## config.mk

```make
export PLATFORM = sky130hd
export DESIGN_NAME = mc_control_flat
export DESIGN_NICKNAME = d
export VERILOG_FILES = /design/src/rtl/mc_control_if.sv /design/src/rtl/mc_control.sv /design/src/flat_wrapper.sv
export SDC_FILE = /design/constraint.sdc
export NUM_CORES = 1
export LEC_CHECK = 0
export CAP_MARGIN = 25
export CORE_MARGIN = 2
export CORE_UTILIZATION = 33
export CTS_CLUSTER_DIAMETER = 30
export DETAILED_ROUTE_END_ITERATION = 16
export PLACE_DENSITY = 0.71
export SLEW_MARGIN = 20
export SYNTH_ARGS = -nofsm -noshare
export SYNTH_HDL_FRONTEND = slang
export SYNTH_SLANG_ARGS = --single-unit
```

## constraint.sdc

```tcl
create_clock -name clk -period 3.85 [get_ports clk]
set_input_delay 0.77 -clock clk [delete_from_list [all_inputs] [get_ports clk]]
set_output_delay 0.77 -clock clk [all_outputs]
set_load 0.01 [all_outputs]
```

## src/rtl/mc_control_if.sv

```systemverilog
// Control/status bundle between the multicycle MIPS main controller and its datapath.
// The master side is the controller; the slave side is the datapath that consumes enables.
interface mc_control_if #(
    parameter int CNT_W = 32
);
    logic [5:0]       opcode;
    logic [5:0]       funct;
    logic             zero;
    logic             mem_ready;
    logic [2:0]       ALUOp;
    logic [5:0]       ALUFunc;
    logic             PCWrite;
    logic             IorD;
    logic             MemRead;
    logic             MemWrite;
    logic             IRWrite;
    logic             RegWrite;
    logic             MemtoReg;
    logic             RegDst;
    logic             ALUSrcA;
    logic [1:0]       ALUSrcB;
    logic [1:0]       PCSource;
    logic             illegal;
    logic             halted;
    logic [CNT_W-1:0] instr_count;

    modport master (
        input  opcode, funct, zero, mem_ready,
        output ALUOp, ALUFunc, PCWrite, IorD, MemRead, MemWrite, IRWrite,
               RegWrite, MemtoReg, RegDst, ALUSrcA, ALUSrcB, PCSource,
               illegal, halted, instr_count
    );

    modport slave (
        output opcode, funct, zero, mem_ready,
        input  ALUOp, ALUFunc, PCWrite, IorD, MemRead, MemWrite, IRWrite,
               RegWrite, MemtoReg, RegDst, ALUSrcA, ALUSrcB, PCSource,
               illegal, halted, instr_count
    );
endinterface

```

## src/rtl/mc_control.sv

```systemverilog
// Multicycle MIPS main control FSM: sequences fetch/decode/execute/memory/writeback,
// drives datapath enables and ALU commands, and counts retired instructions.
module mc_control #(
    parameter bit ILLEGAL_HALT = 1'b0,
    parameter int CNT_W        = 32
) (
    input  logic           clk,
    input  logic           rst,
    mc_control_if.master   bus
);

    localparam logic [5:0] OP_RTYPE = 6'b000000;
    localparam logic [5:0] OP_LW    = 6'b100011;
    localparam logic [5:0] OP_SW    = 6'b101011;
    localparam logic [5:0] OP_ADDI  = 6'b001000;
    localparam logic [5:0] OP_BEQ   = 6'b000100;
    localparam logic [5:0] OP_J     = 6'b000010;

    typedef enum logic [3:0] {
        S_FETCH,
        S_DECODE,
        S_MEM_ADDR,
        S_MEM_RD,
        S_MEM_WB,
        S_MEM_WR,
        S_R_EXEC,
        S_R_WB,
        S_I_EXEC,
        S_I_WB,
        S_BRANCH,
        S_JUMP,
        S_HALT
    } state_e;

    state_e           state_q, state_d;
    logic             illegal_q, illegal_d;
    logic [CNT_W-1:0] count_q, count_d;
    logic             retire;

    // An instruction retires on the edge leaving its final state; illegal opcodes never retire.
    always_comb begin
        state_d   = state_q;
        illegal_d = illegal_q;
        retire    = 1'b0;
        case (state_q)
            S_FETCH:    if (bus.mem_ready) state_d = S_DECODE;
            S_DECODE: begin
                case (bus.opcode)
                    OP_RTYPE:     state_d = S_R_EXEC;
                    OP_LW, OP_SW: state_d = S_MEM_ADDR;
                    OP_ADDI:      state_d = S_I_EXEC;
                    OP_BEQ:       state_d = S_BRANCH;
                    OP_J:         state_d = S_JUMP;
                    default: begin
                        illegal_d = 1'b1;
                        state_d   = ILLEGAL_HALT ? S_HALT : S_FETCH;
                    end
                endcase
            end
            S_MEM_ADDR: state_d = (bus.opcode == OP_SW) ? S_MEM_WR : S_MEM_RD;
            S_MEM_RD:   if (bus.mem_ready) state_d = S_MEM_WB;
            S_MEM_WB: begin
                state_d = S_FETCH;
                retire  = 1'b1;
            end
            S_MEM_WR: begin
                if (bus.mem_ready) begin
                    state_d = S_FETCH;
                    retire  = 1'b1;
                end
            end
            S_R_EXEC:   state_d = S_R_WB;
            S_I_EXEC:   state_d = S_I_WB;
            S_R_WB, S_I_WB, S_BRANCH, S_JUMP: begin
                state_d = S_FETCH;
                retire  = 1'b1;
            end
            S_HALT:     state_d = S_HALT;
            default:    state_d = S_FETCH;
        endcase
        count_d = retire ? count_q + 1'b1 : count_q;
    end

    always_ff @(posedge clk) begin
        if (rst) begin
            state_q   <= S_FETCH;
            illegal_q <= 1'b0;
            count_q   <= '0;
        end else begin
            state_q   <= state_d;
            illegal_q <= illegal_d;
            count_q   <= count_d;
        end
    end

    // Everything is forced low while rst is asserted so an abandoned instruction writes nothing.
    always_comb begin
        bus.ALUOp       = 3'b000;
        bus.ALUFunc     = 6'b000000;
        bus.PCWrite     = 1'b0;
        bus.IorD        = 1'b0;
        bus.MemRead     = 1'b0;
        bus.MemWrite    = 1'b0;
        bus.IRWrite     = 1'b0;
        bus.RegWrite    = 1'b0;
        bus.MemtoReg    = 1'b0;
        bus.RegDst      = 1'b0;
        bus.ALUSrcA     = 1'b0;
        bus.ALUSrcB     = 2'b00;
        bus.PCSource    = 2'b00;
        bus.illegal     = illegal_q & ~rst;
        bus.halted      = (state_q == S_HALT) & ~rst;
        bus.instr_count = rst ? '0 : count_q;
        if (!rst) begin
            case (state_q)
                S_FETCH: begin
                    bus.MemRead = 1'b1;
                    bus.ALUSrcB = 2'b01;
                    bus.ALUOp   = 3'b001;
                    bus.IRWrite = bus.mem_ready;
                    bus.PCWrite = bus.mem_ready;
                end
                S_DECODE: begin
                    bus.ALUSrcB = 2'b11;
                    bus.ALUOp   = 3'b001;
                end
                S_MEM_ADDR, S_I_EXEC: begin
                    bus.ALUSrcA = 1'b1;
                    bus.ALUSrcB = 2'b10;
                    bus.ALUOp   = 3'b001;
                end
                S_MEM_RD: begin
                    bus.MemRead = 1'b1;
                    bus.IorD    = 1'b1;
                end
                S_MEM_WB: begin
                    bus.RegWrite = 1'b1;
                    bus.MemtoReg = 1'b1;
                end
                S_MEM_WR: begin
                    bus.MemWrite = 1'b1;
                    bus.IorD     = 1'b1;
                end
                S_R_EXEC: begin
                    bus.ALUSrcA = 1'b1;
                    bus.ALUFunc = bus.funct;
                end
                S_R_WB: begin
                    bus.RegWrite = 1'b1;
                    bus.RegDst   = 1'b1;
                end
                S_I_WB:   bus.RegWrite = 1'b1;
                S_BRANCH: begin
                    bus.ALUSrcA  = 1'b1;
                    bus.ALUOp    = 3'b010;
                    bus.PCSource = 2'b01;
                    bus.PCWrite  = bus.zero;
                end
                S_JUMP: begin
                    bus.PCSource = 2'b10;
                    bus.PCWrite  = 1'b1;
                end
                default: ;
            endcase
        end
    end

endmodule
```

## src/flat_wrapper.sv

```systemverilog
// flat-port wrapper written by rule: the top's interface ports become plain ports
module mc_control_flat 
#(
    parameter bit ILLEGAL_HALT = 1'b0,
    parameter int CNT_W        = 32
)
  (clk, rst, bus_opcode, bus_funct, bus_zero, bus_mem_ready, bus_ALUOp, bus_ALUFunc, bus_PCWrite, bus_IorD, bus_MemRead, bus_MemWrite, bus_IRWrite, bus_RegWrite, bus_MemtoReg, bus_RegDst, bus_ALUSrcA, bus_ALUSrcB, bus_PCSource, bus_illegal, bus_halted, bus_instr_count);
  mc_control_if #(.CNT_W(CNT_W)) bus_i ();
  input  logic clk;
  input  logic rst;
  input wire logic [$bits(bus_i.opcode)-1:0] bus_opcode;
  input wire logic [$bits(bus_i.funct)-1:0] bus_funct;
  input wire logic [$bits(bus_i.zero)-1:0] bus_zero;
  input wire logic [$bits(bus_i.mem_ready)-1:0] bus_mem_ready;
  output wire logic [$bits(bus_i.ALUOp)-1:0] bus_ALUOp;
  output wire logic [$bits(bus_i.ALUFunc)-1:0] bus_ALUFunc;
  output wire logic [$bits(bus_i.PCWrite)-1:0] bus_PCWrite;
  output wire logic [$bits(bus_i.IorD)-1:0] bus_IorD;
  output wire logic [$bits(bus_i.MemRead)-1:0] bus_MemRead;
  output wire logic [$bits(bus_i.MemWrite)-1:0] bus_MemWrite;
  output wire logic [$bits(bus_i.IRWrite)-1:0] bus_IRWrite;
  output wire logic [$bits(bus_i.RegWrite)-1:0] bus_RegWrite;
  output wire logic [$bits(bus_i.MemtoReg)-1:0] bus_MemtoReg;
  output wire logic [$bits(bus_i.RegDst)-1:0] bus_RegDst;
  output wire logic [$bits(bus_i.ALUSrcA)-1:0] bus_ALUSrcA;
  output wire logic [$bits(bus_i.ALUSrcB)-1:0] bus_ALUSrcB;
  output wire logic [$bits(bus_i.PCSource)-1:0] bus_PCSource;
  output wire logic [$bits(bus_i.illegal)-1:0] bus_illegal;
  output wire logic [$bits(bus_i.halted)-1:0] bus_halted;
  output wire logic [$bits(bus_i.instr_count)-1:0] bus_instr_count;
  assign bus_i.opcode = bus_opcode;
  assign bus_i.funct = bus_funct;
  assign bus_i.zero = bus_zero;
  assign bus_i.mem_ready = bus_mem_ready;
  assign bus_ALUOp = bus_i.ALUOp;
  assign bus_ALUFunc = bus_i.ALUFunc;
  assign bus_PCWrite = bus_i.PCWrite;
  assign bus_IorD = bus_i.IorD;
  assign bus_MemRead = bus_i.MemRead;
  assign bus_MemWrite = bus_i.MemWrite;
  assign bus_IRWrite = bus_i.IRWrite;
  assign bus_RegWrite = bus_i.RegWrite;
  assign bus_MemtoReg = bus_i.MemtoReg;
  assign bus_RegDst = bus_i.RegDst;
  assign bus_ALUSrcA = bus_i.ALUSrcA;
  assign bus_ALUSrcB = bus_i.ALUSrcB;
  assign bus_PCSource = bus_i.PCSource;
  assign bus_illegal = bus_i.illegal;
  assign bus_halted = bus_i.halted;
  assign bus_instr_count = bus_i.instr_count;
  mc_control #(.ILLEGAL_HALT(ILLEGAL_HALT), .CNT_W(CNT_W)) u_core (.clk(clk), .rst(rst), .bus(bus_i));
endmodule
```

==> flow_metrics.py <==
metrics = {
    "final_layout": {
        "area_delta_synth_final_pct": 30.8,
        "layout_common_cells": "69 x clkdlybuf4s50_1, 50 x nor2_1, 37 x dfxtp_1",
        "design_area_sq_mm": 0.00339,
        "diodes": 0,
        "drive_above_1_share": 0.0619,
        "layout.nets": 405,
        "fill_cells": 756,
        "final_common_cell": "clkdlybuf4s50_1",
    },
    "grt": {
        "grt_pass1_vias": 2387,
        "overflow": 0,
        "grt_use_met2": 0.267,
        "grt_pass1_wl_mm": 11.1,
        "use_met3": 0.0277,
        "met1_usage": 0.203,
        "antenna_found_initial": 0,
        "grt_max_degree": 41,
        "grt_use_total": 0.156,
        "grt-busiest-layer": "met2",
    },
    "synthesis": {
        "syn_avg_cell_area_sq_um": 7.76,
        "postSynthCellCount": 334,
        "synth_cell_types": 46,
        "ys_warn_count": 0,
        "synth-seq-cells": 37,
        "synth_seq_area_share": 0.286,
        "synth_nets": 351,
        "synthArstFlopShare": 0,
        "synth_edf_count": 0,
        "netlist_area_sq_mm": 0.00259,
        "synth_ff_type": "dfxtp_1",
    },
    "clock_network": {
        "clockBufferDepth": 2,
        "cts_sinks": 37,
        "htree_levels": 2,
        "cts_setup_buffers": 0,
        "clkLatencyLatePin_ns": 0.29,
        "cts_resized": 0,
        "cts_buffers": 5,
        "root_buffer": "clkbuf_8",
        "clk_pin_slew_ns": 0.07,
        "holdBufCountCts": 0,
        "cts_tree": "built",
    },
    "timing": {
        "post-route-period-util": 0.872,
        "hold_viol": 0,
        "finalSetupViolCount": 0,
        "rsz0062_at_grt": "false",
        "maxSlewViolCount": 0,
        "tightestPinTransition_ns": 0.928,
        "fmax_ghz": 0.298,
        "fin_setup_tns_ns": 0,
        "slew_headroom": 0.380,
        "worst_clock_skew_ns": 0.00980,
        "setup_slack_ns": 0.493,
        "period_minus_slack_ns": 3.36,
    },
    "setup_path": {
        "max_stage_delay_ns": 0.80,
        "end_kind": "output pin",
        "worstPathRequired_ns": 3.08,
        "r2r-start": "u_core.state_q[0]",
        "path_max_fanout": 17,
        "r2r_cells": 6,
        "slowest_stage": "dfxtp_1",
        "rrSetupSlack_ns": 1.48,
        "critPathLaunchType": "flip-flop",
        "arrival_ns": 2.59,
        "critical_path.n_buffers_inverters": 2,
        "crit_cells": 4,
        "reg2reg_to": "u_core.count_q[19]",
        "worstPathCellList": "inv_1 > nor3_1 > and2_1 > clkdlybuf4s50_1",
        "crit_type": "reg2out",
        "startpoint": "u_core.state_q[1]",
        "endpoint": "bus_ALUFunc[1]",
        "crit_family": "buffers and inverters",
    },
    "floorplanning": {
        "start_util": 0.339,
        "coreArea_sq_mm": 0.00765,
        "die_h_um": 92.6,
        "ios": 72,
        "rows": 32,
        "die_w_um": 92.6,
        "dieArea_sq_mm": 0.00858,
    },
    "placement": {
        "place_hpwl_mm": 4.68,
        "gp_congestion": 0.863,
        "io_buffers": 70,
        "place_ws_ns": 0.643,
        "placed_area_sq_mm": 0.00330,
    },
    "routing": {
        "dr.pass1.iters": 4,
        "vias": 2462,
        "viasPerCell": 5.02,
        "drcViolationCount": 0,
        "drt-total-wl_mm": 6.38,
        "ant_nets": 0,
        "drtIter0Drc": 129,
        "wl_per_cell_um": 13.0,
    },
    "power": {
        "p_leak_nw": 1.15,
        "ir_worst_vdd_mv": 0.129,
        "power_mw": 0.746,
        "p_per_area_mw_per_mm2": 220,
    },
    "job": {
        "cap_violations": 0,
    },
    "min_path": {
        "min_path_type": "reg2reg",
    },
    "run_status": {
        "status": "finished clean",
    },
}
worst register-to-register path: cells and delay by family, from the launching register on:
| kind | cells | cell delay, ns |
|---|---|---|
| compound gates | 1 | 0.30 |
| xor+xnor | 1 | 0.15 |
| buf+inv | 1 | 0.36 |
| simple gates | 3 | 0.51 |
| flops | 1 | 0.93 |
kinds of logic after synthesis:
kind of cell             after synthesis  synth area share
multiplexers                           3            0.0121
flip-flops                            37             0.286
buffers and inverters                 34            0.0647
AND/OR/NAND/NOR                      201             0.441
XOR/XNOR                              31             0.119
other                                  1           0.00145
adder cells (fa/ha/maj)                1           0.00483
AO/OA/AOI/OAI                         26            0.0705
registers in the layout, summed over array words and instances (netlist names):
signal            cells
u_core.state_q        4
u_core.count_q       32
u_core.illegal_q      1
area by class of cell:
type | instances | area (sq um) | share of cell area
flip-flops and latches | 37 | 741 | 0.219
multi-input cells | 263 | 1680 | 0.496
inverters | 7 | 26.3 | 0.00775
well taps | 102 | 128 | 0.0377
clock buffers | 7 | 86.3 | 0.0255
repair buffers | 74 | 726 | 0.214
report_power, final:
| part | internal, mW | switching, mW |
|---|---|---|
| clock | 0.142 | 0.132 |
| sequential | 0.385 | 0.0100 |
| combinational | 0.0371 | 0.0405 |
| total | 0.564 | 0.182 |
cells in the mapped netlist (2+ instances only):
master / number / area, sq um
buf_6: 3 / 33.8
inv_1: 7 / 26.3
nand4_1: 4 / 25.0
xor2_4: 2 / 55.1
and3_1: 4 / 25.0
or3_1: 3 / 18.8
buf_2: 5 / 25.0
xor2_1: 2 / 17.5
clkbuf_1: 15 / 56.3
buf_4: 3 / 22.5
nand2b_1: 5 / 31.3
nor4_4: 5 / 106
nand2_1: 25 / 93.8
o21ai_0: 9 / 45.0
dfxtp_1: 37 / 741
nor3_1: 22 / 110
mux2i_1: 2 / 20.0
a22oi_1: 2 / 15.0
and2_1: 7 / 43.8
nor2_1: 50 / 188
and4_1: 5 / 43.8
nor4_1: 16 / 100
nand3_1: 13 / 65.1
a21oi_1: 6 / 30.0
nor2b_1: 35 / 219
xnor2_1: 27 / 236
how the worst min path moves through the flow:
| stage | cells after the start | startpoint | slack [ns] | end |
|---|---|---|---|---|
| finish | 2 | u_core.count_q[31] | 0.51 | u_core.count_q[31] |
| floorplan | 2 | u_core.count_q[31] | 0.48 | u_core.count_q[31] |
| global route | 2 | u_core.count_q[31] | 0.56 | u_core.count_q[31] |
| detailed placement | 2 | u_core.count_q[31] | 0.50 | u_core.count_q[31] |
| global placement | 2 | u_core.count_q[31] | 0.50 | u_core.count_q[31] |
| CTS | 2 | u_core.count_q[31] | 0.52 | u_core.count_q[31] |
metrics by stage:
stage,utilization,std cells,hold WS (ns)
after floorplan,-,334,0.477
after global placement,0.432,483,0.496
after detailed placement,0.432,483,0.504
after CTS,0.443,490,0.523
after global routing,0.443,490,0.563
final,0.443,490,0.511
routing by layer:
| metal | wire length [um] | vias to the layer above |
|---|---|---|
| met5 | 0 | - |
| met4 | 74 | 0 |
| met3 | 198 | 9 |
| met2 | 3090 | 48 |
| met1 | 3020 | 1154 |
| li1 | - | 1251 |
Note: power is estimated with default switching activity, not from simulation.
